## src/rtl/csr_irq_ctrl.sv

```systemverilog
// csr_irq_ctrl: machine-mode CSRs and prioritised interrupt entry; define CSR_IRQ_SYNC_EN to add 2-flop input synchronisers
module csr_irq_ctrl #(
  parameter int NUM_LOCAL = 4,
  parameter int HOLDOFF   = 2
) (
  input  logic                 clk_i,
  input  logic                 reset_i,
  input  logic [31:0]          pc_i,
  input  logic [11:0]          csr_raddr_i,
  output logic [31:0]          csr_rdata_o,
  input  logic [11:0]          csr_waddr_i,
  input  logic [31:0]          csr_wdata_i,
  input  logic                 csr_wen_i,
  input  logic [1:0]           csr_op_i,
  input  logic                 meip_i,
  input  logic                 mtip_i,
  input  logic [NUM_LOCAL-1:0] irq_i,
  input  logic                 mret_i,
  output logic                 trap_o,
  output logic [31:0]          trap_addr_o,
  output logic [31:0]          mepc_o,
  output logic [NUM_LOCAL+1:0] ack_o
);
  localparam int NI = NUM_LOCAL + 2;
  localparam logic [31:0] MIE_MASK = 32'h880 | (((32'h1 << NUM_LOCAL) - 32'h1) << 16);
  typedef enum logic [1:0] {S_IDLE, S_TRAP, S_WAIT} state_t;
  state_t state;
  logic [2:0] cnt;
  logic st_mie, st_mpie;
  logic [31:0] mie_q, mtvec_q, mscratch_q, mepc_q, mcause_q;
  logic [NI-1:0] raw, src_in, src_q, pend, onehot;
  logic [31:0] mstatus_v, mip_v, old_v, new_v;
  logic [4:0] cause;
  logic take, we;
  assign raw = {irq_i, mtip_i, meip_i};
`ifdef CSR_IRQ_SYNC_EN
  logic [NI-1:0] sync1, sync2;
  always_ff @(posedge clk_i or negedge reset_i)
    if (!reset_i) begin
      sync1 <= '0;
      sync2 <= '0;
    end else begin
      sync1 <= raw;
      sync2 <= sync1;
    end
  assign src_in = sync2;
`else
  assign src_in = raw;
`endif
  assign mstatus_v = {19'b0, 2'b11, 3'b0, st_mpie, 3'b0, st_mie, 3'b0};
  assign mip_v     = {16'(src_q[NI-1:2]), 4'b0, src_q[0], 3'b0, src_q[1], 7'b0};
  assign pend      = src_q & {mie_q[16 +: NUM_LOCAL], mie_q[7], mie_q[11]};
  assign onehot    = pend & (~pend + 1'b1);
  assign take      = state == S_IDLE && st_mie && |pend && !mret_i;
  assign we        = csr_wen_i && csr_op_i != 2'b11 && !take;
  assign mepc_o    = mepc_q;
  assign trap_addr_o = {mtvec_q[31:2], 2'b00} + (mtvec_q[0] ? {mcause_q[29:0], 2'b00} : 32'h0);
  function automatic logic [31:0] rd(input logic [11:0] a);
    case (a)
      12'h300: rd = mstatus_v;
      12'h304: rd = mie_q;
      12'h305: rd = mtvec_q;
      12'h340: rd = mscratch_q;
      12'h341: rd = mepc_q;
      12'h342: rd = mcause_q;
      12'h344: rd = mip_v;
      default: rd = 32'h0;
    endcase
  endfunction
  always_comb begin
    old_v = rd(csr_waddr_i);
    new_v = csr_op_i == 2'b00 ? csr_wdata_i : csr_op_i == 2'b01 ? old_v | csr_wdata_i : old_v & ~csr_wdata_i;
  end
  // lowest set bit of pend wins, matching MEI > MTI > local 0 > ...
  always_comb begin
    cause = 5'd0;
    for (int k = NI - 1; k >= 0; k--)
      if (pend[k]) cause = k == 0 ? 5'd11 : k == 1 ? 5'd7 : 5'(k + 14);
  end
  always_ff @(posedge clk_i or negedge reset_i)
    if (!reset_i) begin
      state       <= S_IDLE;
      cnt         <= '0;
      csr_rdata_o <= '0;
      trap_o      <= 1'b0;
      ack_o       <= '0;
      st_mie      <= 1'b0;
      st_mpie     <= 1'b0;
      mie_q       <= '0;
      mtvec_q     <= '0;
      mscratch_q  <= '0;
      mepc_q      <= '0;
      mcause_q    <= '0;
      src_q       <= '0;
    end else begin
      csr_rdata_o <= rd(csr_raddr_i);
      src_q       <= src_in;
      if (we)
        case (csr_waddr_i)
          12'h300: if (!mret_i) {st_mpie, st_mie} <= {new_v[7], new_v[3]};
          12'h304: mie_q <= new_v & MIE_MASK;
          12'h305: mtvec_q <= {new_v[31:2], new_v[1] ? mtvec_q[1:0] : new_v[1:0]};
          12'h340: mscratch_q <= new_v;
          12'h341: mepc_q <= new_v & ~32'h3;
          12'h342: mcause_q <= new_v;
          default: ;
        endcase
      if (mret_i) begin
        st_mie  <= st_mpie;
        st_mpie <= 1'b1;
      end
      case (state)
        S_IDLE:
          if (take) begin
            state    <= S_TRAP;
            mepc_q   <= pc_i & ~32'h3;
            st_mpie  <= st_mie;
            st_mie   <= 1'b0;
            mcause_q <= {1'b1, 26'b0, cause};
            ack_o    <= onehot;
            trap_o   <= 1'b1;
          end
        S_TRAP: begin
          state  <= S_WAIT;
          cnt    <= '0;
          trap_o <= 1'b0;
          ack_o  <= '0;
        end
        default: begin
          state <= cnt == 3'(HOLDOFF - 1) ? S_IDLE : S_WAIT;
          cnt   <= cnt + 3'd1;
        end
      endcase
    end
endmodule

```

## config.mk

```make
export PLATFORM = sky130hd
export DESIGN_NAME = csr_irq_ctrl
export DESIGN_NICKNAME = d
export VERILOG_FILES = /design/src/rtl/csr_irq_ctrl.sv
export SDC_FILE = /design/constraint.sdc
export NUM_CORES = 1
export LEC_CHECK = 0
export ABC_CLOCK_PERIOD_IN_PS = 8150
export CELL_PAD_IN_SITES_DETAIL_PLACEMENT = 1
export CELL_PAD_IN_SITES_GLOBAL_PLACEMENT = 2
export CORE_MARGIN = 2
export CORE_UTILIZATION = 35
export DETAILED_ROUTE_END_ITERATION = 10
export PLACE_DENSITY = 0.9
export SLEW_MARGIN = 0
export SYNTH_ARGS = -nofsm -noshare
export SYNTH_HDL_FRONTEND = slang
export SYNTH_SLANG_ARGS = --single-unit
```

## constraint.sdc

```tcl
create_clock -name clk_i -period 8.15 [get_ports clk_i]
set_input_delay 1.2225 -clock clk_i [delete_from_list [all_inputs] [get_ports clk_i]]
set_output_delay 1.2225 -clock clk_i [all_outputs]
set_load 0.01 [all_outputs]
```

==> flow_summary.toml <==
[clocking]
cts_resized = 0
cts_buffers = 17
cts_setup_buffers = 0
ctsHoldBuffers = 0
clock_path_buffers = 2
clock_latency_ns = 0.44
clockRootBuffer = "clkbuf_16"
cts_tree = "yes"
cts.sinks = 185
clk_pin_slew_ns = 0.07
htreeDepth = 4

[global_route]
grt_pass1_wl_um = 62870
track_usage = 0.2588
grt_start_max_net_pins = 70
grt_overflow = 0
grt_antenna_before_repair = 2
grt_pass1_vias = 10640

[critical_path]
cpPeakStageDelay_ns = 0.67
ff2ff_setup_slack_ns = 4.39
path_cells = "and2_1, ha_1, fa_1, a21o_1, a221oi_1, a221o_1, a211oi_1, a211oi_1, o21ai_0, xnor2_1, clkdlybuf4s50_1"
crit_path_end_kind = "primary output"
critical_path_class = "reg2out"
cp_max_fo = 4
cp_slowest_cell = "a211oi_1"
worstSetupStartpointType = "flip-flop"
worstPathArrival_ns = 4.47
required_ns = 6.93
crit_path_frequent_cell = "a211oi_1"

[synth]
synthCells = 1172
netlist.area_leader.share = 0.4306
yosys.area.top_type = "dfrtp_1"
async_reset_ff_frac = 1.000
yosys_warnings = 0
synthFlopType = "dfrtp_1"
ys_seq_elements = 185
syn_area_per_cell_um2 = 9.174
synthTopCellsByArea = "dfrtp_1 43%, o21ai_0 6.7%, a21oi_1 5.6%"
synth_edf_count = 0
syn_area_um2 = 10750
yosysSeqAreaShare = 0.4306
ys_types = 70

[timing]
max_freq_mhz = 175.7
fin_crit_sh = 0.6984
tns_ns = 0
min_period_ns = 5.692
rsz0062_at_grt = "false"
drv_slew = 0
max_slew.worst_pin.slew_ns = 1.215
finalSetupViolations = 0
whs_ns = 0.4884
relSlewSlack = 0.1897
clock_skew_ns = 0.01037
finalHoldViolations = 0

[routing]
antenna_left = 0
dr.first_iter.drc_count = 841
wl_per_cell_um = 23.69
drc_errors = 0
routed_via_density = 5.959
dr.pass1.iters = 6
totalWireLength_um = 41120
vias = 10350

[pwr]
pwr-share-comb = 0.087
clkPwrFrac = 0.439
ir_worst_vdd_mv = 0.1057
power.density_nw_per_um2 = 147.6
leakage_uw = 0.005870
internal_power_uw = 1525
power_frac_seq = 0.474
switching_share = 0.2438
switchingPower_uw = 491.9

[run]
drv_cap = 0

[floorplan]
die_h_um = 179.3
pin_count = 203
die_x_um = 179.3
die_area_um2 = 32140
start_util = 0.3533
core_um2 = 30430
rows = 64

[worst_hold_path]
worstHoldPathType = "reg2reg"

[placement]
portBuffers = 198
place.gp.congestion = 0.8781
place_hpwl_um = 28270

[layout]
drive_above_1_share = 0.06647
syn2layout_area_growth_pct = 27.13
nets = 1460
num-fill-cells = 3479

[run_status]
status = "complete, no violations"
[area by class of cell]
type | count | area (um2) | share of cell area
flip-flops and latches | 185 | 4629 | 0.3387
multi-input cells | 895 | 5757 | 0.4212
diodes | 1 | 2.502 | 0.0001831
clock inverters | 10 | 143.9 | 0.01053
repair buffers | 217 | 2128 | 0.1557
well taps | 396 | 495.5 | 0.03625
clock buffers | 20 | 466.7 | 0.03415
inverters | 12 | 45.04 | 0.003295
[worst paths after layout]
path | startpoint | end | cells after the start
worst min-delay path | ack_o[0] | ack_o[0] | 1
worst max-delay path | mcause_q[0] | trap_addr_o[22] | 11
max in group asynchronous | reset_i | mcause_q[16] | 2
worst max register to register | mie_q[16] | mtvec_q[0] | 11
worst min register to register | ack_o[0] | ack_o[0] | 1
min in group asynchronous | reset_i | csr_rdata_o[23] | 1
[cell usage in the layout, fill, tap and decap left out, types with 4 or more instances in the layout]
cell type,instances
a221oi_2,6
a22o_1,24
o31a_1,5
o22a_1,4
o31ai_1,5
a21o_1,13
nor2b_1,32
mux2i_1,15
xor2_1,14
and3_1,29
ha_1,31
o21ai_1,8
nor4_1,5
nand3_1,6
nor4b_1,4
nand2b_1,13
a221o_1,29
clkdlybuf4s50_1,197
buf_4,19
a31oi_1,5
xnor2_1,16
inv_1,11
a211oi_1,4
nor2_1,55
mux2_2,14
a22oi_1,61
nor3_1,6
nand2_1,127
dfrtp_1,185
nand4_1,5
o21ai_0,143
a221oi_1,4
o21a_1,5
and2_1,34
clkbuf_16,17
a21oi_1,120
clkbuf_8,4
[critical path: cells and delay by family (launching register included)]
family / cells / cell delay (ns)
buf+inv: 1 / 0.56
compound gates: 6 / 2.04
flops: 1 / 0.41
fa+ha+maj: 2 / 0.68
xor+xnor: 1 / 0.18
simple gates: 1 / 0.17
[power groups by stage]
stage	registers (uW)	clock network, uW	logic (uW)
2_1_floorplan	970	0	58.9
3_3_place_gp	972	0	171
3_5_place_dp	974	0	176
4_1_cts	956	899	177
5_1_grt	959	934	192
6_report	956	885	176
[per-stage QoR]
stage          std cells  worst slack (ns)  utilization  power [uW]  area (um2)
2_1_floorplan       1173             3.872            -        1029       10760
3_3_place_gp        1705             2.916       0.4290        1144       13060
3_5_place_dp        1705             2.768       0.4290        1150       13060
5_1_grt             1735             2.264       0.4491        2085       13670
4_1_cts             1735             2.458       0.4491        2032       13670
6_report            1736             2.458       0.4492        2017       13670
[routing by layer]
layer	vias to the layer above	part of all wire	wire, um	global-route usage
li1	4639	-	-	-
met1	5194	0.46	18730	0.3703
met3	81	0.066	2711	0.03859
met5	-	0	0	0
met2	431	0.45	18670	0.4044
met4	0	0.024	1007	0.07594
[flip-flops by register name (all words and copies together) (netlist names), 2 cells and up]
register	count
ack_o	6
cnt	3
csr_rdata_o	32
mcause_q	32
mepc_o	32
mie_q	6
mscratch_q	32
mtvec_q	31
src_q	6
state	2
[cell usage after synthesis (all sizes together), types with 13 or more instances]
| cell | number |
|---|---|
| nor2 | 58 |
| xnor2 | 16 |
| o21ai | 151 |
| nand2 | 128 |
| ha | 31 |
| and3 | 29 |
| and2 | 35 |
| a22o | 24 |
| clkbuf | 55 |
| a22oi | 61 |
| dfrtp | 185 |
| nand2b | 13 |
| a21o | 13 |
| a21oi | 120 |
| nor2b | 32 |
| mux2 | 14 |
| mux2i | 15 |
| buf | 26 |
| xor2 | 14 |
| a221o | 29 |
[kinds of logic after synthesis]
family,share of synthesized area
AOI/OAI and AO/OA,0.2813
and+or+nand+nor,0.1571
DFF,0.4306
buffers and inverters,0.03759
adders and majority gates,0.03794
xor gates and xnor gates,0.02444
muxes,0.03072
other,0.0003488
No activity file was read; power rests on OpenSTA's default activity.
